**src/rtl/add_pkg.sv**
```systemverilog
// -----------------------------------------------------------------------------
// add_pkg
// Shared definitions for the slice-serial 32-bit adder (add32_seq).
//   WORD_W        : operand width in bits.
//   SLICE_W_LEGAL : bit n set means a slice width of n bits is supported.
//   state_t       : controller states IDLE -> RUN -> DONE.
// -----------------------------------------------------------------------------
package add_pkg;

    localparam int WORD_W = 32;

    // Legal slice widths: 1, 2, 4, 8, 16 and 32 bits.
    localparam logic [WORD_W:0] SLICE_W_LEGAL = 33'h1_0001_0116;

    typedef enum logic [1:0] {
        IDLE = 2'd0,
        RUN  = 2'd1,
        DONE = 2'd2
    } state_t;

endpackage

```
**src/rtl/add32_seq_fa_slice.sv**
```systemverilog
// -----------------------------------------------------------------------------
// fa_slice
// Combinational W-bit ripple-carry adder. One slice of the sequential adder;
// the same instance is reused on every RUN cycle.
// Ports:
//   i_a, i_b : W-bit operand slices
//   i_cin    : carry into bit 0 of the slice
//   o_s      : W-bit slice sum
//   o_cout   : carry out of the slice's top bit
// -----------------------------------------------------------------------------
module fa_slice #(
    parameter int W = 8
) (
    input  logic [W-1:0] i_a,
    input  logic [W-1:0] i_b,
    input  logic         i_cin,
    output logic [W-1:0] o_s,
    output logic         o_cout
);

    logic w_c;

    always_comb begin
        o_s = '0;
        w_c = i_cin;
        for (int i = 0; i < W; i++) begin
            o_s[i] = i_a[i] ^ i_b[i] ^ w_c;
            w_c    = (i_a[i] & i_b[i]) | (w_c & (i_a[i] ^ i_b[i]));
        end
        o_cout = w_c;
    end

endmodule

```
**src/rtl/add32_seq.sv**
```systemverilog
// -----------------------------------------------------------------------------
// add32_seq
// Slice-serial 32-bit adder: {cout,s} = a + b + cin, SLICE_W bits per cycle.
// A start accepted in IDLE captures the operands; RUN takes 32/SLICE_W cycles,
// then DONE lasts one cycle with done high. s/cout (and ovf) hold in IDLE.
// Optional feature macro: ADD32_SEQ_OVF_EN adds the signed-overflow output ovf.
// Ports:
//   clk          : clock, rising edge
//   rst_n        : asynchronous active-low reset
//   start        : operation request, sampled only in IDLE
//   a, b, cin    : operands, captured on the accepting edge
//   s, cout      : registered sum and carry-out of bit 31
//   busy         : high while in RUN
//   done         : one-cycle completion pulse (state DONE)
//   ovf          : signed overflow (only with ADD32_SEQ_OVF_EN)
// -----------------------------------------------------------------------------
module add32_seq
    import add_pkg::*;
#(
    parameter int SLICE_W = 8
) (
    input  logic              clk,
    input  logic              rst_n,
    input  logic              start,
    input  logic [WORD_W-1:0] a,
    input  logic [WORD_W-1:0] b,
    input  logic              cin,
    output logic [WORD_W-1:0] s,
    output logic              cout,
    output logic              busy,
    output logic              done
`ifdef ADD32_SEQ_OVF_EN
    ,
    output logic              ovf
`endif
);

    localparam int NSLICE = WORD_W / SLICE_W;
    localparam int IDX_W  = (NSLICE > 1) ? $clog2(NSLICE) : 1;
    localparam int SH_W   = $clog2(WORD_W);

    if (!SLICE_W_LEGAL[SLICE_W]) begin : g_bad_slice_w
        $error("add32_seq: SLICE_W must be 1, 2, 4, 8, 16 or 32");
    end

    state_t              r_state;
    state_t              w_next;
    logic [IDX_W-1:0]    r_idx;
    logic                r_carry;
    logic [WORD_W-1:0]   r_a;
    logic [WORD_W-1:0]   r_b;
    logic [WORD_W-1:0]   r_s;
    logic                r_cout;
`ifdef ADD32_SEQ_OVF_EN
    logic                r_ovf;
`endif

    logic                w_accept;
    logic                w_last;
    logic [SH_W-1:0]     w_sh;
    logic [SLICE_W-1:0]  w_a_sl;
    logic [SLICE_W-1:0]  w_b_sl;
    logic [SLICE_W-1:0]  w_sum;
    logic                w_cout;

    assign w_accept = (r_state == IDLE) && start;
    assign w_last   = (r_idx == IDX_W'(NSLICE - 1));
    // Bit offset of the current slice; always 0 when there is a single slice.
    assign w_sh     = SH_W'(r_idx) * SH_W'(SLICE_W);
    assign w_a_sl   = r_a[w_sh +: SLICE_W];
    assign w_b_sl   = r_b[w_sh +: SLICE_W];

    fa_slice #(
        .W      (SLICE_W)
    ) u_fa_slice (
        .i_a    (w_a_sl),
        .i_b    (w_b_sl),
        .i_cin  (r_carry),
        .o_s    (w_sum),
        .o_cout (w_cout)
    );

    // State register
    always_ff @(posedge clk or negedge rst_n) begin
        if (!rst_n) begin
            r_state <= IDLE;
        end else begin
            r_state <= w_next;
        end
    end

    // Next-state logic
    always_comb begin
        w_next = r_state;
        case (r_state)
            IDLE:    if (start)  w_next = RUN;
            RUN:     if (w_last) w_next = DONE;
            DONE:    w_next = IDLE;
            default: w_next = IDLE;
        endcase
    end

    // Output decode
    always_comb begin
        busy = (r_state == RUN);
        done = (r_state == DONE);
    end

    // Operand capture; operands are only consumed after a capture, so no reset.
    always_ff @(posedge clk) begin
        if (w_accept) begin
            r_a <= a;
            r_b <= b;
        end
    end

    // Slice datapath: one slice of s per RUN cycle, carry chained through r_carry.
    always_ff @(posedge clk or negedge rst_n) begin
        if (!rst_n) begin
            r_idx   <= '0;
            r_carry <= 1'b0;
            r_s     <= '0;
            r_cout  <= 1'b0;
`ifdef ADD32_SEQ_OVF_EN
            r_ovf   <= 1'b0;
`endif
        end else begin
            case (r_state)
                IDLE: begin
                    if (start) begin
                        r_idx   <= '0;
                        r_carry <= cin;
                    end
                end
                RUN: begin
                    r_s[w_sh +: SLICE_W] <= w_sum;
                    r_carry              <= w_cout;
                    r_idx                <= r_idx + IDX_W'(1);
                    // cout/ovf only change on the final slice so they hold like s.
                    if (w_last) begin
                        r_cout <= w_cout;
`ifdef ADD32_SEQ_OVF_EN
                        r_ovf  <= (r_a[WORD_W-1] == r_b[WORD_W-1]) &&
                                  (w_sum[SLICE_W-1] != r_a[WORD_W-1]);
`endif
                    end
                end
                default: ;
            endcase
        end
    end

    assign s    = r_s;
    assign cout = r_cout;
`ifdef ADD32_SEQ_OVF_EN
    assign ovf  = r_ovf;
`endif

endmodule

```
**config.mk**
```make
export PLATFORM = sky130hd
export DESIGN_NAME = add32_seq
export DESIGN_NICKNAME = d
export VERILOG_FILES = /design/src/rtl/add_pkg.sv /design/src/rtl/add32_seq_fa_slice.sv /design/src/rtl/add32_seq.sv
export SDC_FILE = /design/constraint.sdc
export NUM_CORES = 1
export LEC_CHECK = 0
export BUFFER_PORTS_ARGS = -buffer_cell sky130_fd_sc_hd__buf_2
export CAP_MARGIN = 40
export CORE_MARGIN = 2
export CORE_UTILIZATION = 34
export CTS_CLUSTER_DIAMETER = 200
export DETAILED_ROUTE_END_ITERATION = 16
export SYNTH_ARGS = -nofsm -noshare
export SYNTH_HDL_FRONTEND = slang
export SYNTH_HIERARCHICAL = 1
export SYNTH_SLANG_ARGS = --single-unit
export TNS_END_PERCENT = 50
```
**constraint.sdc**
```tcl
create_clock -name clk -period 5.4 [get_ports clk]
set_clock_uncertainty 0.15 [all_clocks]
set_input_delay 0.27 -clock clk [delete_from_list [all_inputs] [get_ports clk]]
set_output_delay 0.27 -clock clk [all_outputs]
set_load 0.1 [all_outputs]
```
# --- Yosys cells after proc, flatten, opt, wreduce, memory -nomap -nowiden ---
# Index checks and enable logic that the tools add are counted.
totals:
  register_bits: 102
  in_bits: 68
  output_inout_bits: 35
  word_cells: 72
op_classes:
  add_sub_neg: 2
  eq_ne: 5
  n_shift: 4
  muxes: 8
  bitwise: 40
  reduce_logical: 6
ops:
  columns: ["cell", "n"]
  rows:
  - ["$shiftx A32 B6 Y8", 2]
  - ["$bwmux W32", 1]
  - ["$shift A8 B7 Y32 const A", 1]
  - ["$shiftx A8 B7 Y32", 1]
  - ["$and A1 B1 Y1", 16]
  - ["$xor A1 B1 Y1", 16]
  - ["$or A1 B1 Y1", 8]
  - ["$pmux W2 S2", 2]
  - ["$neg A5 Y7", 1]
  - ["$mux W2", 3]
  - ["$reduce_and A2 Y1", 3]
  - ["$eq A2 B2 Y1 const B", 2]
  - ["$add A2 B1 Y2 const B", 1]
  - ["$eq A2 B1 Y1 const B", 1]
  - ["$logic_not A2 Y1", 1]
  - ["$ne A2 B1 Y1 const B", 1]
  - ["$ne A2 B2 Y1 const B", 1]
  - ["$pmux W1 S2", 1]
  - ["$reduce_bool A2 Y1", 1]
  - ["$logic_and A1 B1 Y1", 1]
  - ["$mux W1", 1]

# --- Depth between registers and ports, before layout ---
# Gate-level depths: netlist (run 1).
logic_depth:
  word_depth: 19
  depth_mapped: 17
  mapped_depth_nobuf: 15

# --- Modules after synthesis ---
# Netlist (run 1), hierarchy kept.
by_module_without_submodules:
  columns: ["module", "n_inst", "cells_each", "area_per_inst_um2", "seq_area_each_um2"]
  rows:
  - ["add32_seq", 1, 255, 4001.3, 2872.8]
  - ["fa_slice", 1, 18, 197.7, 0.0]

# --- Worst setup path after synthesis (run 1) ---
# Ideal clock, no wire load.
synth_timing:
  path_kind: "reg-to-reg"
  start: "register r_idx[0]"
  end: "register r_s[31], in the netlist s[31]"
  setup_ps: 84
  arrival_ps: 4486
  required_ps: 5166
  slack_ps: 680
  stages_incl_launch_ff: 18
  path_buffers: 2
  synth_period_minus_slack_ps: 4720
  cell_sequence: "dfrtp_1 -> buf_6 -> buf_6 -> mux4_2 -> fa_1 -> inv_1 -> fa_1 -> inv_1 -> fa_1 -> fa_1 -> fa_1 -> fa_1 -> fa_1 -> inv_1 -> fa_1 -> inv_1 -> nand2_1 -> o21ai_0"
synth_between:
  elab_chain_cells: 19
  word_cells_on_any_way: 43
  classes_between: "add/sub: 1; shift: 4; mux: 1; bitwise: 37"
synth_rtl:
  columns: ["item", "line_no", "source"]
  rows:
  - ["from (decl)", "add32_seq.sv:48", "logic [IDX_W-1:0] r_idx;"]
  - ["from (signal assigned)", "add32_seq.sv:138", "r_idx <= r_idx + IDX_W'(1);"]
  - ["$shiftx A32 B6 Y8 (*)", "add32_seq.sv:70", "assign w_a_sl = r_a[w_sh +: SLICE_W];"]
  - ["named net w_a_sl[0]", "add32_seq.sv:61", "logic [SLICE_W-1:0] w_a_sl;"]
  - ["$xor A1 B1 Y1", "add32_seq_fa_slice.sv:28", "w_c = (i_a[i] & i_b[i]) | (w_c & (i_a[i] ^ i_b[i]));"]
  - ["$and A1 B1 Y1", "add32_seq_fa_slice.sv:28", null]
  - ["$or A1 B1 Y1 (*)", "add32_seq_fa_slice.sv:28", null]
  - ["$and A1 B1 Y1 (*)", "add32_seq_fa_slice.sv:28", null]
  - ["$or A1 B1 Y1 (*)", "add32_seq_fa_slice.sv:28", null]
  - ["$and A1 B1 Y1 (*)", "add32_seq_fa_slice.sv:28", null]
  - ["[5 not listed]", null, null]
  - ["$and A1 B1 Y1 (*)", "add32_seq_fa_slice.sv:28", null]
  - ["$or A1 B1 Y1 (*)", "add32_seq_fa_slice.sv:28", null]
  - ["$and A1 B1 Y1 (*)", "add32_seq_fa_slice.sv:28", null]
  - ["$or A1 B1 Y1 (*)", "add32_seq_fa_slice.sv:28", null]
  - ["$xor A1 B1 Y1 (*)", "add32_seq_fa_slice.sv:27", "o_s[i] = i_a[i] ^ i_b[i] ^ w_c;"]
  - ["named net w_sum[7]", "add32_seq.sv:63", "logic [SLICE_W-1:0] w_sum;"]
  - ["$shiftx A8 B7 Y32 (*)", "add32_seq.sv:136", "r_s[w_sh +: SLICE_W] <= w_sum;"]
  - ["$bwmux W32 (*)", "add32_seq.sv:136", null]
  - ["to (signal, indexed assignment)", "add32_seq.sv:136", null]
  - ["to (decl)", "add32_seq.sv:52", "logic [WORD_W-1:0] r_s;"]
# Mark *: on every way through the listed nets, which the timed path passes. The rest lies on a longest branch.
# A chain may end at the register's enable or synchronous reset.

# --- Worst setup path in the final report (run 1) ---
# Same ends and word-level chain as after synthesis.

==> metrics.md, run 1 <==
| Metric | Value |
|---|---|
| Relative slew margins | `47.4%` |
| Port Buf Inserts | `102` |
| Slew of the pin with the lowest slew margin | `0.789 ns` |
| Pwr dens | `641 mW/mm^2` |
| Area Overhead vs Synth | `38.8%` |
| Clock sinks | `102` |
| Hold_sp | `cin` |
| Unrepaired setup endpoints after global routing | `false` |
| Global route total overflow | `0` |
| Min-delay worst type | `input port to flip-flop` |
| LEAKAGE | `2.42 nW` |
| Status | `finished clean` |
| CTS Buf Count | `9` |
| DRC | `0` |
| Fin area | `0.00583 sq mm` |
| Pins Over Slew Limit | `0` |
| Register area | `0.00287 sq mm` |
| Critical path type | `flip-flop to flip-flop` |
| Total Routing Usage GR | `15.4%` |
| VDD IR max | `0.236 mV` |
| Drt initial violations | `140` |
| Final nets | `527` |
| Worst reg2reg endpoint | `s[31]` |
| Post-CTS Setup Inserts | `0` |
| Dpl cell area | `0.00486 sq mm` |
| Synth warn | `6` |
| Flops & latches, synth | `102` |
| Hold Crit Depth | `3` |
| Setup-failing EPs final | `0` |
| ANT nets after route | `0` |
| Htree depth | `3` |
| Largest net degree at the start of global routing | `65` |
| Syn nets | `354` |
| Initial antenna violation count | `0` |
| # fillers | `1009` |
| Avg WL per Cell | `15.9 um` |
| Num rows | `40` |
| Share of layout cells above drive strength 1 | `32.2%` |
| Core ar. | `0.0120 sq mm` |
| Crit start category | `flip-flop` |
| Root buf cell | `clkbuf_16` |
| Crit path time final | `4.66 ns` |
| Mean Syn Cell Area | `15.4 sq um` |
| Post-synthesis sequential area ratio | `68.4%` |
| Hold EP | `r_carry` |
| First-pass DRT Iterations | `4` |
| Final Hold Fails | `0` |
| DP HPWL | `6290 um` |
| Antenna Cells | `0` |
| Io pins | `103` |
| CTS max path bufs | `2` |
| Worst Path Max Fanout | `4` |
| Die area | `0.0133 sq mm` |
| Peak Freq | `0.215 GHz` |
| Die height | `115 um` |
| DIE WIDTH | `115 um` |
| Starting Density | `35.0%` |
| Vias | `2750` |
| Reg2reg start | `r_idx[0]` |
| Area of the multi-input gates | `0.00121 sq mm` |
| Clock latency at the later pin of the worst-skew pair | `0.34 ns` |
| Placer congestion estimate | `0.725` |
| Clock slew at reported path FFs | `0.07 ns` |
| CTS tree | `done` |
| Worst R2R Path Depth | `15` |
| Max-cap viol count | `0` |
| Setup TNS | `0 ns` |
| Via density | `4.60` |
| Vias in the first global route | `2996` |
| CP arrival | `4.76 ns` |
| Routed WL | `9530 um` |
| First-pass GRT wire length | `15400 um` |
| Fin crit share | `86.3%` |
| Worst Setup SP | `r_idx[0]` |
| Syn Std Cell Area | `0.00420 sq mm` |
| Reg2reg setup slack | `0.74 ns` |
| Synth Instances | `273` |
| Critical path endpoint category | `flip-flop` |
| Yosys cell types | `26` |
| CP Data Required Time | `5.51 ns` |
==> critical path, cell delays in order (launching register included) <==
cell,delay (ns)
dfrtp_1,0.44
mux4_2,0.55
fa_1,0.42
inv_1,0.07
fa_1,0.16
inv_1,0.05
fa_1,0.38
fa_1,0.40
fa_1,0.39
fa_1,0.40
fa_1,0.37
inv_1,0.07
fa_1,0.40
inv_1,0.12
nand2_1,0.05
o21ai_0,0.14
==> layout make-up <==
type | count | share of cell area (%)
tap | 147 | 3.16
inverter | 15 | 0.966
multi-input combinational | 146 | 20.7
clock buffer | 9 | 3.86
timing repair buffer | 172 | 20.8
sequential | 102 | 49.3
clock inverter | 7 | 1.25
==> through the flow <==
stage	total power, mW	hold slack, ns	cells	setup WS, ns	util, %
5_1_grt	3.93	0.161	598	0.501	48.5
2_1_floorplan	2.62	-0.176	273	0.680	-
3_5_place_dp	3.08	0.284	516	0.732	40.5
6_report	3.73	0.132	598	0.741	48.5
3_3_place_gp	3.06	0.265	516	0.783	40.5
4_1_cts	3.76	0.131	597	0.680	48.4
==> worst max path at each step <==
stage | end | cells past startpoint
2_1_floorplan | s[31] | 17
3_3_place_gp | s[31] | 15
3_5_place_dp | s[31] | 15
4_1_cts | s[31] | 15
5_1_grt | s[31] | 15
6_report | s[31] | 15
==> registers in the layout (all words and copies together) (netlist names) <==
signal   flops
r_idx        2
r_carry      1
cout         1
r_a         32
r_state      2
s           32
r_b         32
==> report_power, final <==
part           total [mW]  internal [mW]  switching [mW]
clock               0.643          0.328           0.316
combinational        1.96          0.537            1.42
sequential           1.13           1.03          0.0967
==> layout by cell type, fill, tap and decap left out, types with 2 or more instances in the layout <==
master	synthesis	routed
buf_4	1	4
inv_8	0	2
o41ai_1	2	2
dfrtp_1	38	38
o31ai_1	4	4
edfxtp_1	64	64
dlygate4sd3_1	0	65
o21ai_0	20	20
mux4_2	16	16
clkbuf_16	0	9
buf_2	6	102
ha_1	5	5
nand3b_1	4	4
inv_6	0	2
nor3_1	3	3
nand2_1	60	60
nand2b_1	6	6
nor4b_4	2	2
fa_1	8	8
o21ai_1	7	7
inv_1	15	15
==> synth_stat cells, drive strengths merged <==
| master | instances | area share (%) |
|---|---|---|
| buf | 10 | 1.7 |
| edfxtp | 64 | 46 |
| nand3b | 4 | 0.72 |
| nor3 | 3 | 0.36 |
| o21bai | 1 | 0.18 |
| nand2 | 60 | 5.4 |
| o21ai | 27 | 3.2 |
| a21oi | 1 | 0.12 |
| o22ai | 1 | 0.15 |
| nor2 | 2 | 0.18 |
| mux2 | 1 | 0.27 |
| fa | 8 | 3.8 |
| mux4 | 16 | 8.6 |
| a22o | 1 | 0.21 |
| o31ai | 4 | 0.72 |
| inv | 15 | 1.3 |
| o41ai | 2 | 0.42 |
| dfrtp | 38 | 23 |
| nor4b | 2 | 1.1 |
| nand2b | 6 | 0.89 |
| and4bb | 1 | 0.30 |
| nor3b | 1 | 0.45 |
| ha | 5 | 1.5 |
==> cell families (layout without fill, tap and decap cells) <==
group                      count (synthesis)  in the layout  synth area share, %
AOI/OAI and AO/OA                         37             37                 5.01
adders and majority gates                 13             13                 5.30
buffers and inverters                     25            203                 3.04
DFF                                      102            102                 68.4
muxes                                     17             17                 8.85
and+or+nand+nor                           79             79                 9.39
==> routing by layer <==
layer	GRT usage [%]	vias up	wire, um	share of wire, %
li1	-	1330	-	-
met1	20.2	1328	4250	45
met2	25.7	80	4730	50
met3	3.37	12	436	4.6
met4	4.90	0	107	1.1
met5	0	-	0	0
==> what timing repair did <==
item                      4_1_cts  5_1_grt
resized for setup               0        0
hold endpoints to repair      102        0
hold buffers                   65        0
No activity file was read; power rests on OpenSTA's default activity.
==> inputs of run 2 (changes only) <==
ABC_AREA = 1   (was unset)
==> run 2 against run 1 <==
Effect of this change:
- sequential share of layout area fell by 2.7 points
- die area is 9.0% higher
- non-clock buffer count down 1
- combinational power grew 13%
- largest cell class unchanged
==> metrics.md, run 2 <==
| Metric | Value |
|---|---|
| Status | `finished clean (unchanged)` |
| Relative slew margins | `44.4% (was 47.4%)` |
| Count leader, synth | `nand2_1 (was edfxtp_1)` |
| Min-delay worst type | `input port to flip-flop (unchanged)` |
| Vias in the first global route | `3378 (was 2996)` |
| Syn Std Cell Area | `0.00459 sq mm (was 0.00420 sq mm)` |
| DRC | `0 (unchanged)` |
| Number of synthesized flops with an enable pin | `64 (unchanged)` |
| CP Buf/Inv Count | `5 (was 4)` |
| ANT nets after route | `0 (unchanged)` |
| Synth Instances | `414 (was 273)` |
| Die area | `0.0144 sq mm (was 0.0133 sq mm)` |
| Initial antenna violation count | `0 (unchanged)` |
| Critical path endpoint category | `flip-flop (unchanged)` |
| Post-CTS Setup Inserts | `0 (unchanged)` |
| Routed WL | `10500 um (was 9530 um)` |
| Fin area | `0.00616 sq mm (was 0.00583 sq mm)` |
| Yosys cell types | `26 (unchanged)` |
| Starting Density | `34.8% (was 35.0%)` |
| Fin crit share | `90.0% (was 86.3%)` |
| Global route total overflow | `0 (unchanged)` |
| VDD IR max | `0.284 mV (was 0.236 mV)` |
| Largest net degree at the start of global routing | `65 (unchanged)` |
| CTS tree | `done (unchanged)` |
| Area of the multi-input gates | `0.00142 sq mm (was 0.00121 sq mm)` |
| Placed cells | `680 (was 516)` |
| Non-Filler Instances | `761 (was 598)` |
| Crit start category | `flip-flop (unchanged)` |
| Drt initial violations | `149 (was 140)` |
| Area Overhead vs Synth | `34.2% (was 38.8%)` |
| Setup TNS | `0 ns (unchanged)` |
| Setup-failing EPs final | `0 (unchanged)` |
| CP Data Required Time | `5.53 ns (was 5.51 ns)` |
| Flops & latches, synth | `102 (unchanged)` |
| Num rows | `42 (was 40)` |
| Critical path, cell by cell | `nor2_1, o21ai_0, nand2_1, fa_1, inv_1, fa_1, inv_1, fa_1, fa_1, fa_1, fa_1, fa_1, inv_1, fa_1, inv_1, inv_1, nor3_2, nand2_1, nand2_1 (was mux4_2, fa_1, inv_1, fa_1, inv_1, fa_1, fa_1, fa_1, fa_1, fa_1, inv_1, fa_1, inv_1, nand2_1, o21ai_0)` |
| Clock latency at the later pin of the worst-skew pair | `0.35 ns (was 0.34 ns)` |
| DP HPWL | `7240 um (was 6290 um)` |
| CP arrival | `4.99 ns (was 4.76 ns)` |
| Peak Freq | `0.206 GHz (was 0.215 GHz)` |
| Syn nets | `495 (was 354)` |
| Cts hold-fix bufs | `65 (unchanged)` |
| First-pass DRT Iterations | `4 (unchanged)` |
| Async SR Flop Fraction | `37.3% (unchanged)` |
| Cell mode on critical path | `fa_1 (unchanged)` |
| Critical path type | `flip-flop to flip-flop (unchanged)` |
| Mean Syn Cell Area | `11.1 sq um (was 15.4 sq um)` |
| Vias | `3322 (was 2750)` |
| Slew of the pin with the lowest slew margin | `0.834 ns (was 0.789 ns)` |
| Final hold slack | `0.110 ns (was 0.132 ns)` |
| Post-cts sizing count | `0 (unchanged)` |
| Crit path time final | `4.86 ns (was 4.66 ns)` |
| Synth warn | `6 (unchanged)` |
| Post-synth top area cell | `edfxtp_1 (unchanged)` |
| Root buf cell | `clkbuf_16 (unchanged)` |
| Max-cap viol count | `0 (unchanged)` |
| Commonest cells after routing, fill and taps aside | `125 x nand2_1, 102 x buf_2, 65 x dlygate4sd3_1 (was 102 x buf_2, 65 x dlygate4sd3_1, 64 x edfxtp_1)` |
| Via density | `4.37 (was 4.60)` |
| Slowest stage delay, CP | `0.75 ns (was 0.55 ns)` |
| Crit path max-delay family | `adder cells (unchanged)` |
| Clock sinks | `102 (unchanged)` |
| First-pass GRT wire length | `16600 um (was 15400 um)` |
| Clock slew at reported path FFs | `0.07 ns (about the same)` |
| Commonest non-fill, non-tap cell in the layout | `nand2_1 (was buf_2)` |
| Utilization after layout | `46.7% (was 48.5%)` |
| Pwr dens | `645 mW/mm^2 (was 641 mW/mm^2)` |
| Cell at the slowest stage of the critical path | `dfrtp_1 (was mux4_2)` |
| Final Hold Fails | `0 (unchanged)` |
| Htree depth | `3 (unchanged)` |
| Total Power | `3.97 mW (was 3.73 mW)` |
| Worst Path Max Fanout | `16 (was 4)` |
| Placer congestion estimate | `0.827 (was 0.725)` |
| CTS Buf Count | `9 (unchanged)` |
| LEAKAGE | `2.92 nW (was 2.42 nW)` |
| Unrepaired setup endpoints after global routing | `false (unchanged)` |
| Avg WL per Cell | `13.8 um (was 15.9 um)` |
| Ys flop type | `edfxtp_1 (unchanged)` |
| Total Routing Usage GR | `15.0% (was 15.4%)` |
| Pre-CTS setup slack | `0.574 ns (was 0.732 ns)` |
| Synth top area share | `41.9% (was 45.8%)` |
| Dpl cell area | `0.00523 sq mm (was 0.00486 sq mm)` |
| Antenna Cells | `0 (unchanged)` |
| Top post-synthesis cells by area | `edfxtp_1 42%, dfrtp_1 21%, nand2_1 10% (was edfxtp_1 46%, dfrtp_1 23%, mux4_2 8.6%)` |
| Pins Over Slew Limit | `0 (unchanged)` |
| Port Buf Inserts | `102 (unchanged)` |
| Final worst setup slack | `0.543 ns (was 0.741 ns)` |
| Commonest cells post-synth | `125 x nand2_1, 64 x edfxtp_1, 42 x inv_1, 42 x nor2_1, 38 x dfrtp_1 (was 64 x edfxtp_1, 60 x nand2_1, 38 x dfrtp_1)` |
| Io pins | `103 (unchanged)` |
| Register area | `0.00287 sq mm (unchanged)` |
| Final nets | `661 (was 527)` |
| DIE WIDTH | `120 um (was 115 um)` |
| CTS max path bufs | `2 (unchanged)` |
| Die height | `120 um (was 115 um)` |
| Core ar. | `0.0132 sq mm (was 0.0120 sq mm)` |
| Post-synthesis sequential area ratio | `62.6% (was 68.4%)` |
| # fillers | `1217 (was 1009)` |
| Share of layout cells above drive strength 1 | `28.0% (was 32.2%)` |
==> run 2: final cells by class <==
cell class	instances	share of cell area [%]
inverter	45	2.82
timing repair buffer	171	19.3
clock buffer	9	3.66
clock inverter	7	0.894
tap	176	3.58
multi-input combinational	251	23.1
sequential	102	46.6
==> run 2: per-layer routing <==
metal	global-route usage, %	wire [um]	vias up
met1	19.8	4860	1552
li1	-	-	1664
met3	3.63	568	9
met5	0	0	-
met2	24.4	4970	97
met4	4.63	125	0
==> run 2: worst min-delay path: stages <==
cell and delay (ns):
buf_2 0.07, inv_1 0.04, nand2_1 0.06, nand3_1 0.08, nand2_1 0.06
==> run 2: cell families (layout without fill, tap and decap cells) <==
logic type,Yosys count,in the layout,share of synthesized area [%]
buf+inv,61,232,6.62
compound gates,35,35,6.46
simple gates,203,203,19.5
flops,102,102,62.6
fa+ha+maj,13,13,4.85
==> run 2: path summary, 6_finish.rpt <==
kind                           from       to  slack [ns]  cells after the start
max in group asynchronous     rst_n     s[3]        4.16                      2
max reg2reg                r_idx[1]    s[31]        0.54                     19
min in group asynchronous     rst_n    s[30]        0.41                      2
min                             cin  r_carry        0.11                      5
min reg2reg                   s[19]    s[19]        0.32                      2
max                        r_idx[1]    s[31]        0.54                     19
==> run 2: power by group <==
group | switching [mW] | total [mW] | internal (mW)
logic | 1.66 | 2.22 | 0.561
registers | 0.113 | 1.14 | 1.03
clock network | 0.292 | 0.611 | 0.319
==> inputs of run 3 (changes only) <==
CORE_UTILIZATION = 54   (was 34)
PLACE_DENSITY = 0.8   (was unset)
==> run 3 against run 2 <==
Effect of this change:
- routed wire length decreased by 0.24%
- highest routed layer unchanged
- sequential cell count did not move
- sequential power hardly changed
==> metrics.md, run 3 (synthesis gave the netlist of run 2 again) <==
| Metric | Value |
|---|---|
| Port Buf Inserts | `102 (unchanged)` |
| Clock slew at reported path FFs | `0.10 ns (was 0.07 ns)` |
| Global route total overflow | `0 (unchanged)` |
| Crit path time final | `4.81 ns (was 4.86 ns)` |
| Fin crit share | `89.0% (was 90.0%)` |
| Logic gate share of total power | `57.7% (was 55.9%)` |
| Initial antenna violation count | `0 (unchanged)` |
| Non-Filler Instances | `691 (was 761)` |
| Starting Density | `55.9% (was 34.8%)` |
| Routed WL | `10500 um (about the same)` |
| Cell at the slowest stage of the critical path | `dfrtp_1 (unchanged)` |
| Post-cts sizing count | `0 (unchanged)` |
| Slowest stage delay, CP | `0.69 ns (was 0.75 ns)` |
| Num rows | `33 (was 42)` |
| Die height | `96.2 um (was 120 um)` |
| CP Data Required Time | `5.56 ns (was 5.53 ns)` |
| Pins Over Slew Limit | `0 (unchanged)` |
| Placed cells | `610 (was 680)` |
| Setup-failing EPs final | `0 (unchanged)` |
| Setup TNS | `0 ns (unchanged)` |
| Critical path endpoint category | `flip-flop (unchanged)` |
| Fin area | `0.00600 sq mm (was 0.00616 sq mm)` |
| VDD IR max | `0.274 mV (was 0.284 mV)` |
| Clock sinks | `102 (unchanged)` |
| First-pass GRT wire length | `16700 um (was 16600 um)` |
| Die area | `0.00925 sq mm (was 0.0144 sq mm)` |
| Vias in the first global route | `3604 (was 3378)` |
| Final nets | `662 (was 661)` |
| LEAKAGE | `2.88 nW (was 2.92 nW)` |
| Max-cap viol count | `0 (unchanged)` |
| Area Overhead vs Synth | `30.6% (was 34.2%)` |
| Critical path type | `flip-flop to flip-flop (unchanged)` |
| Total Routing Usage GR | `24.3% (was 15.0%)` |
| DIE WIDTH | `96.2 um (was 120 um)` |
| Io pins | `103 (unchanged)` |
| Register share of total power | `29.7% (was 28.7%)` |
| CP arrival | `4.97 ns (was 4.99 ns)` |
| Root buf cell | `clkbuf_8 (was clkbuf_16)` |
| Placer congestion estimate | `0.879 (was 0.827)` |
| Avg WL per Cell | `15.2 um (was 13.8 um)` |
| Core ar. | `0.00822 sq mm (was 0.0132 sq mm)` |
| Min-delay worst type | `input port to flip-flop (unchanged)` |
| Pwr dens | `637 mW/mm^2 (was 645 mW/mm^2)` |
| Clock power share | `12.6% (was 15.4%)` |
| Status | `finished clean (unchanged)` |
| Critical path, cell by cell | `nor2_1, o21ai_0, nand2_1, fa_1, inv_1, fa_1, inv_1, fa_1, fa_1, fa_1, fa_1, fa_1, inv_1, fa_1, inv_1, inv_1, nor3_2, nand2_1, nand2_1 (unchanged)` |
| Pre-CTS setup slack | `0.657 ns (was 0.574 ns)` |
| Commonest non-fill, non-tap cell in the layout | `nand2_1 (unchanged)` |
| Slew of the pin with the lowest slew margin | `0.829 ns (was 0.834 ns)` |
| Unrepaired setup endpoints after global routing | `false (unchanged)` |
| Commonest cells after routing, fill and taps aside | `125 x nand2_1, 102 x buf_2, 65 x dlygate4sd3_1 (unchanged)` |
| Worst Path Max Fanout | `14 (was 16)` |
| Relative slew margins | `44.7% (was 44.4%)` |
| DRC | `0 (unchanged)` |
| Dpl cell area | `0.00515 sq mm (was 0.00523 sq mm)` |
| Psw | `2.06 mW (about the same)` |
| Crit start category | `flip-flop (unchanged)` |
| Antenna Cells | `0 (unchanged)` |
| Post-CTS Setup Inserts | `0 (unchanged)` |
| ANT nets after route | `0 (unchanged)` |
| First-pass DRT Iterations | `4 (unchanged)` |
| Via density | `5.00 (was 4.37)` |
| Htree depth | `3 (unchanged)` |
| Vias | `3457 (was 3322)` |
| Final worst setup slack | `0.592 ns (was 0.543 ns)` |
| CTS tree | `done (unchanged)` |
| Final hold slack | `0.0782 ns (was 0.110 ns)` |
| Drt initial violations | `172 (was 149)` |
| Cts hold-fix bufs | `65 (unchanged)` |
| Share of layout cells above drive strength 1 | `28.3% (was 28.0%)` |
| Cell mode on critical path | `fa_1 (unchanged)` |
| Switching share of total power | `53.8% (was 52.0%)` |
| CTS max path bufs | `2 (unchanged)` |
| CTS Buf Count | `9 (unchanged)` |
| Clock latency at the later pin of the worst-skew pair | `0.37 ns (was 0.35 ns)` |
| Peak Freq | `0.208 GHz (was 0.206 GHz)` |
| Final Hold Fails | `0 (unchanged)` |
| DP HPWL | `6510 um (was 7240 um)` |
| Largest net degree at the start of global routing | `59 (was 65)` |
| Utilization after layout | `73.0% (was 46.7%)` |
| Internal power | `1.77 mW (was 1.91 mW)` |
| Total Power | `3.82 mW (was 3.97 mW)` |
## run 3: layer usage
layer / wire length (um) / GRT usage, %
met5: 0 / 0
met4: 246 / 11.0
met3: 625 / 4.93
met2: 5290 / 41.6
met1: 4330 / 29.8
## run 3: final timing paths
path | from | endpoint | slack (ns) | depth (start not counted)
worst max-delay path | r_idx[1] | s[15] | 0.59 | 19
worst min-delay path | cin | r_carry | 0.08 | 5
worst max register to register | r_idx[1] | s[15] | 0.59 | 19
worst min register to register | s[14] | s[14] | 0.34 | 2
max in group asynchronous | rst_n | s[2] | 4.20 | 2
min in group asynchronous | rst_n | s[28] | 0.38 | 2
## run 3: power by group through the flow
| stage | combinational, mW | sequential, mW | clock (mW) |
|---|---|---|---|
| 2_1_floorplan | 1.18 | 1.73 | 0 |
| 3_5_place_dp | 2.14 | 1.15 | 0 |
| 5_1_grt | 2.41 | 1.15 | 0.516 |
| 3_3_place_gp | 2.09 | 1.14 | 0 |
| 6_report | 2.20 | 1.14 | 0.481 |
| 4_1_cts | 2.19 | 1.14 | 0.484 |
## run 3: final cells by class
| cell class | count | area, sq um |
|---|---|---|
| fill | 569 | 2220 |
| sequential | 102 | 2870 |
| timing repair buffer | 172 | 1200 |
| tap | 105 | 131 |
| multi-input combinational | 251 | 1420 |
| clock inverter | 7 | 73.8 |
| inverter | 45 | 174 |
| clock buffer | 9 | 124 |
## run 3: worst max-delay path: cells and delay by family (launching register included)
kind | cells | cell delay, ns
AOI/OAI and AO/OA | 1 | 0.11
buffers and inverters | 5 | 0.36
adders and majority gates | 8 | 2.94
DFF | 1 | 0.69
and+or+nand+nor | 5 | 0.51
